--- config.mk ---
export PLATFORM = sky130hd
export DESIGN_NAME = fetch_stage
export DESIGN_NICKNAME = d
export VERILOG_FILES = /design/src/rtl/fetch_stage.sv
export SDC_FILE = /design/constraint.sdc
export NUM_CORES = 1
export LEC_CHECK = 0
export ABC_AREA = 1
export ABC_CLOCK_PERIOD_IN_PS = 1800
export CORE_MARGIN = 10
export CORE_UTILIZATION = 35
export DETAILED_ROUTE_END_ITERATION = 10
export PLACE_DENSITY_LB_ADDON = 0.3
export SLEW_MARGIN = 5
export SYNTH_ARGS = -nofsm -noshare
export SYNTH_HDL_FRONTEND = slang
export SYNTH_SLANG_ARGS = --single-unit
--- constraint.sdc ---
create_clock -name clk -period 1.8 [get_ports clk]
set_input_delay 0.45 -clock clk [delete_from_list [all_inputs] [get_ports clk]]
set_output_delay 0.45 -clock clk [all_outputs]
set_load 0.01 [all_outputs]
--- src/rtl/fetch_stage.sv ---
// Instruction-fetch stage with IF/ID pipeline register, a one-entry skid buffer
// for decode stalls and branch redirect/flush.
module fetch_stage #(
   parameter int unsigned        ADDR_W    = 32,
   parameter logic [ADDR_W-1:0]  RESET_PC  = '0,
   parameter logic [31:0]        NOP_INSTR = 32'h0000_0000
) (
   input  logic              clk,
   input  logic              rst_n,
   output logic              imem_req,
   output logic [ADDR_W-1:0] imem_addr,
   input  logic              imem_ack,
   input  logic [31:0]       imem_rdata,
   input  logic              stall,
   input  logic              branch_taken,
   input  logic [ADDR_W-1:0] branch_target,
   output logic              if_id_valid,
   output logic [31:0]       if_id_instr,
   output logic [ADDR_W-1:0] if_id_pc4,
   output logic [5:0]        opcode,
   output logic [5:0]        func,
   output logic [4:0]        rs,
   output logic [4:0]        rt,
   output logic [4:0]        rd,
   output logic [15:0]       imm
);

   typedef enum logic {S_FETCH, S_FULL} state_t;

   state_t            state, state_n;
   logic [ADDR_W-1:0] pc, pc_n, pc_inc;
   logic [31:0]       skid_instr, skid_instr_n;
   logic [ADDR_W-1:0] skid_pc4, skid_pc4_n;
   logic              valid_n;
   logic [31:0]       instr_n;
   logic [ADDR_W-1:0] pc4_n;

   assign pc_inc    = pc + ADDR_W'(4);
   assign imem_req  = rst_n && (state == S_FETCH);
   assign imem_addr = pc;

   assign opcode = if_id_instr[31:26];
   assign func   = if_id_instr[5:0];
   assign rs     = if_id_instr[25:21];
   assign rt     = if_id_instr[20:16];
   assign rd     = if_id_instr[15:11];
   assign imm    = if_id_instr[15:0];

   always_ff @(posedge clk) begin
      if (!rst_n) begin
         state       <= S_FETCH;
         pc          <= RESET_PC;
         skid_instr  <= NOP_INSTR;
         skid_pc4    <= '0;
         if_id_valid <= 1'b0;
         if_id_instr <= NOP_INSTR;
         if_id_pc4   <= '0;
      end else begin
         state       <= state_n;
         pc          <= pc_n;
         skid_instr  <= skid_instr_n;
         skid_pc4    <= skid_pc4_n;
         if_id_valid <= valid_n;
         if_id_instr <= instr_n;
         if_id_pc4   <= pc4_n;
      end
   end

   // A branch flushes everything, even under stall; an ack in that cycle is dropped.
   always_comb begin
      state_n      = state;
      pc_n         = pc;
      skid_instr_n = skid_instr;
      skid_pc4_n   = skid_pc4;
      valid_n      = if_id_valid;
      instr_n      = if_id_instr;
      pc4_n        = if_id_pc4;

      if (branch_taken) begin
         pc_n         = branch_target;
         state_n      = S_FETCH;
         skid_instr_n = NOP_INSTR;
         skid_pc4_n   = '0;
         valid_n      = 1'b0;
         instr_n      = NOP_INSTR;
         pc4_n        = '0;
      end else begin
         case (state)
            S_FETCH: begin
               if (imem_ack) begin
                  pc_n = pc_inc;
                  if (stall) begin
                     skid_instr_n = imem_rdata;
                     skid_pc4_n   = pc_inc;
                     state_n      = S_FULL;
                  end else begin
                     valid_n = 1'b1;
                     instr_n = imem_rdata;
                     pc4_n   = pc_inc;
                  end
               end else if (!stall) begin
                  valid_n = 1'b0;
                  instr_n = NOP_INSTR;
                  pc4_n   = '0;
               end
            end
            S_FULL: begin
               if (!stall) begin
                  valid_n      = 1'b1;
                  instr_n      = skid_instr;
                  pc4_n        = skid_pc4;
                  skid_instr_n = NOP_INSTR;
                  skid_pc4_n   = '0;
                  state_n      = S_FETCH;
               end
            end
            default: state_n = S_FETCH;
         endcase
      end
   end

endmodule

==> flow_summary.ini <==
[outcome]
status = finished, final reports clean

[power]
p_sw_share_pct = 24.68
p_comb_share_pct = 11.5
leakage_nw = 4.999
p_clk_share_pct = 45.0
ir_drop_mv = 0.4630
intPower_mw = 6.538
p_per_area_mw_per_mm2 = 828.4
pwr-share-seq_pct = 43.5
p_switching_mw = 2.142

[drt]
antenna_left = 0
wl_um = 25400
dr.pass1.iters = 4
drc = 0
viasPerCell = 4.880
drt_iter0_drc = 418
wl_per_cell_um = 16.67
vias = 7437

[grt]
grt_pass1_wl_um = 40100
grt_max_degree = 48
grt_pass1_vias = 7187
grt-ovfl-total = 0
grt_use_total_pct = 17.70
antenna_found_initial = 0

[timing]
tightest_slew_ns = 0.3947
drv_slew = 0
period_share_pct = 98.41
final-hold-violation-count = 0
clock_skew_ns = 0.01808
setup_violations = 0
maxSlewHeadroom_pct = 73.60
tns_ns = 0
min_period_ns = 1.771
fmax_mhz = 564.5

[finish]
fin_cells = 1524
syn2layout_area_growth_pct = 40.79
diodes = 0
drive_gt1_share_pct = 10.65
stdcell_area_mm2 = 0.01048
nNetsFinal = 1306
final_cell_mix = nand2_1, dfxtp_1, dlygate4sd2_1
final_common_cell = nand2_1

[clocking]
cts_made_buffers = 17
clockBufferDepth = 2
cts_sinks = 162
cts_htree_levels = 4
cts_tree = done
worstSkewPairLatency_ns = 0.43
cts_root_buffer = clkbuf_16
path_clk_slew_ns = 0.06

[min_path]
min_path_type = register to register

[place]
io_buffers = 209
placed_cell_area_mm2 = 0.009806
place_hpwl_um = 18860
dp_cells = 1492
place_congestion = 0.9390

[setup_path]
critical_path_required_ns = 1.35
critical_path_buf_inv_count = 1
r2r_start = imem_addr[3]
cp_max_fo = 2
critPathLaunchType = register
endpoint_kind = output port
slowest_delay_ns = 0.56
path_depth = 1
endpoint = if_id_pc4[8]
worst_path_dominant_cell_family = buffers and inverters
critPathLaunch = if_id_pc4[8]
timing.rr.end = imem_addr[24]
worstPathCellList = clkdlybuf4s50_1
reg2reg_depth = 8
arrival_ns = 1.32
r2r_setup_slack_ns = 0.13
critPathSlowestCell = clkdlybuf4s50_1
crit_type = register to output port

[floorplanning]
fp.dieArea_mm2 = 0.02750
core_mm2 = 0.02096
die_h_um = 165.8
fp.dieW_um = 165.8
core.rowCount = 53
ios = 210
start_util_pct = 35.51

[synthesis]
syn_nets = 1126
yosys_warnings = 0
yosysSeqAreaShare_pct = 43.58
ys_ff_latch = 162
synth.distinct_cells = 29
syn-instance-count = 1056
synth.avg_cell_area_um2 = 7.047
synth_area_mm2 = 0.007442

[job]
max-cap-violations = 0
through the flow:
step	hold WS [ns]	worst slack [ns]	util (%)	power (mW)
2_1_floorplan	0.4367	0.2349	-	4.311
5_1_grt	0.4733	-0.0008544	50.00	8.998
4_1_cts	0.4619	-0.07309	49.41	8.758
3_3_place_gp	0.4466	-0.4390	46.79	4.895
6_report	0.4592	0.02865	50.00	8.679
3_5_place_dp	0.4517	-0.4439	46.79	4.903
routing by layer:
metal | routed length, um | track usage, % | share of wire, %
met5 | 0 | 0 | 0
met4 | 297 | 4.160 | 1.2
met3 | 1936 | 5.561 | 7.6
met2 | 11670 | 28.38 | 46
met1 | 11490 | 22.66 | 45
Yosys cell counts:
cell type | n | area [um^2]
buf_4 | 49 | 367.9
nor2_4 | 6 | 67.56
clkbuf_1 | 19 | 71.32
a31oi_1 | 44 | 275.3
and2_1 | 11 | 68.82
o21ai_0 | 46 | 230.2
a22oi_1 | 1 | 7.510
ha_1 | 1 | 12.51
nand3_1 | 72 | 360.4
inv_1 | 43 | 161.4
nand4_1 | 5 | 31.28
nor2_1 | 35 | 131.4
nand3_2 | 1 | 10.01
nor3_1 | 2 | 10.01
o31ai_1 | 1 | 7.510
nand2_2 | 1 | 6.260
inv_2 | 5 | 18.77
nor2_2 | 7 | 43.79
a32oi_1 | 14 | 122.6
nand2_1 | 402 | 1509
buf_2 | 28 | 140.1
xnor2_1 | 3 | 26.28
nand2_4 | 2 | 22.52
o21ai_1 | 5 | 25.02
xor2_1 | 5 | 43.79
buf_1 | 5 | 18.77
dfxtp_1 | 162 | 3243
a22o_1 | 1 | 8.760
a21oi_1 | 80 | 400.4
cells by family after synthesis:
kind of cell    share of synthesized area (%)
xor+xnor                               0.9415
buf+inv                                 10.46
simple gates                            30.38
fa+ha+maj                              0.1681
compound gates                          14.48
flops                                   43.58
registers in the layout, summed over array words and instances (netlist names):
signal,cells
if_id_pc4,32
skid_pc4,32
skid_instr,32
if_id_valid,1
if_id_instr,32
state,1
imem_addr,32
power by group through the flow:
stage | sequential (mW) | clock, mW | combinational (mW)
floorplan | 3.87 | 0 | 0.441
global placement | 3.85 | 0 | 1.04
detailed placement | 3.86 | 0 | 1.05
CTS | 3.78 | 3.97 | 1.00
global route | 3.79 | 4.12 | 1.09
finish | 3.78 | 3.91 | 0.994
how the worst min path moves through the flow:
stage / slack, ns / start / cells after the start / to
4_1_cts: 0.46 / skid_instr[0] / 2 / skid_instr[0]
3_5_place_dp: 0.45 / skid_instr[0] / 2 / skid_instr[0]
5_1_grt: 0.47 / skid_instr[3] / 2 / skid_instr[3]
6_report: 0.46 / skid_instr[10] / 2 / skid_instr[10]
3_3_place_gp: 0.45 / if_id_pc4[23] / 2 / if_id_pc4[23]
2_1_floorplan: 0.44 / skid_pc4[23] / 2 / skid_pc4[23]
cell type report:
| type | count | area, um^2 |
|---|---|---|
| clock inverters | 12 | 178.9 |
| multi-input cells | 745 | 3451 |
| inverters | 48 | 183.9 |
| flip-flops and latches | 162 | 3264 |
| well taps | 275 | 344.1 |
| clock buffers | 20 | 456.7 |
| fillers | 2063 | 10480 |
| repair buffers | 262 | 2599 |
repair_timing:
action | in CTS | in global routing
gates resized for setup | 111 | 53
endpoints found under the setup margin | 97 | 69
pin swaps | 0 | 3
hold buffers | 0 | 0
buffers inserted | 0 | 0
No activity file was read; power rests on OpenSTA's default activity.
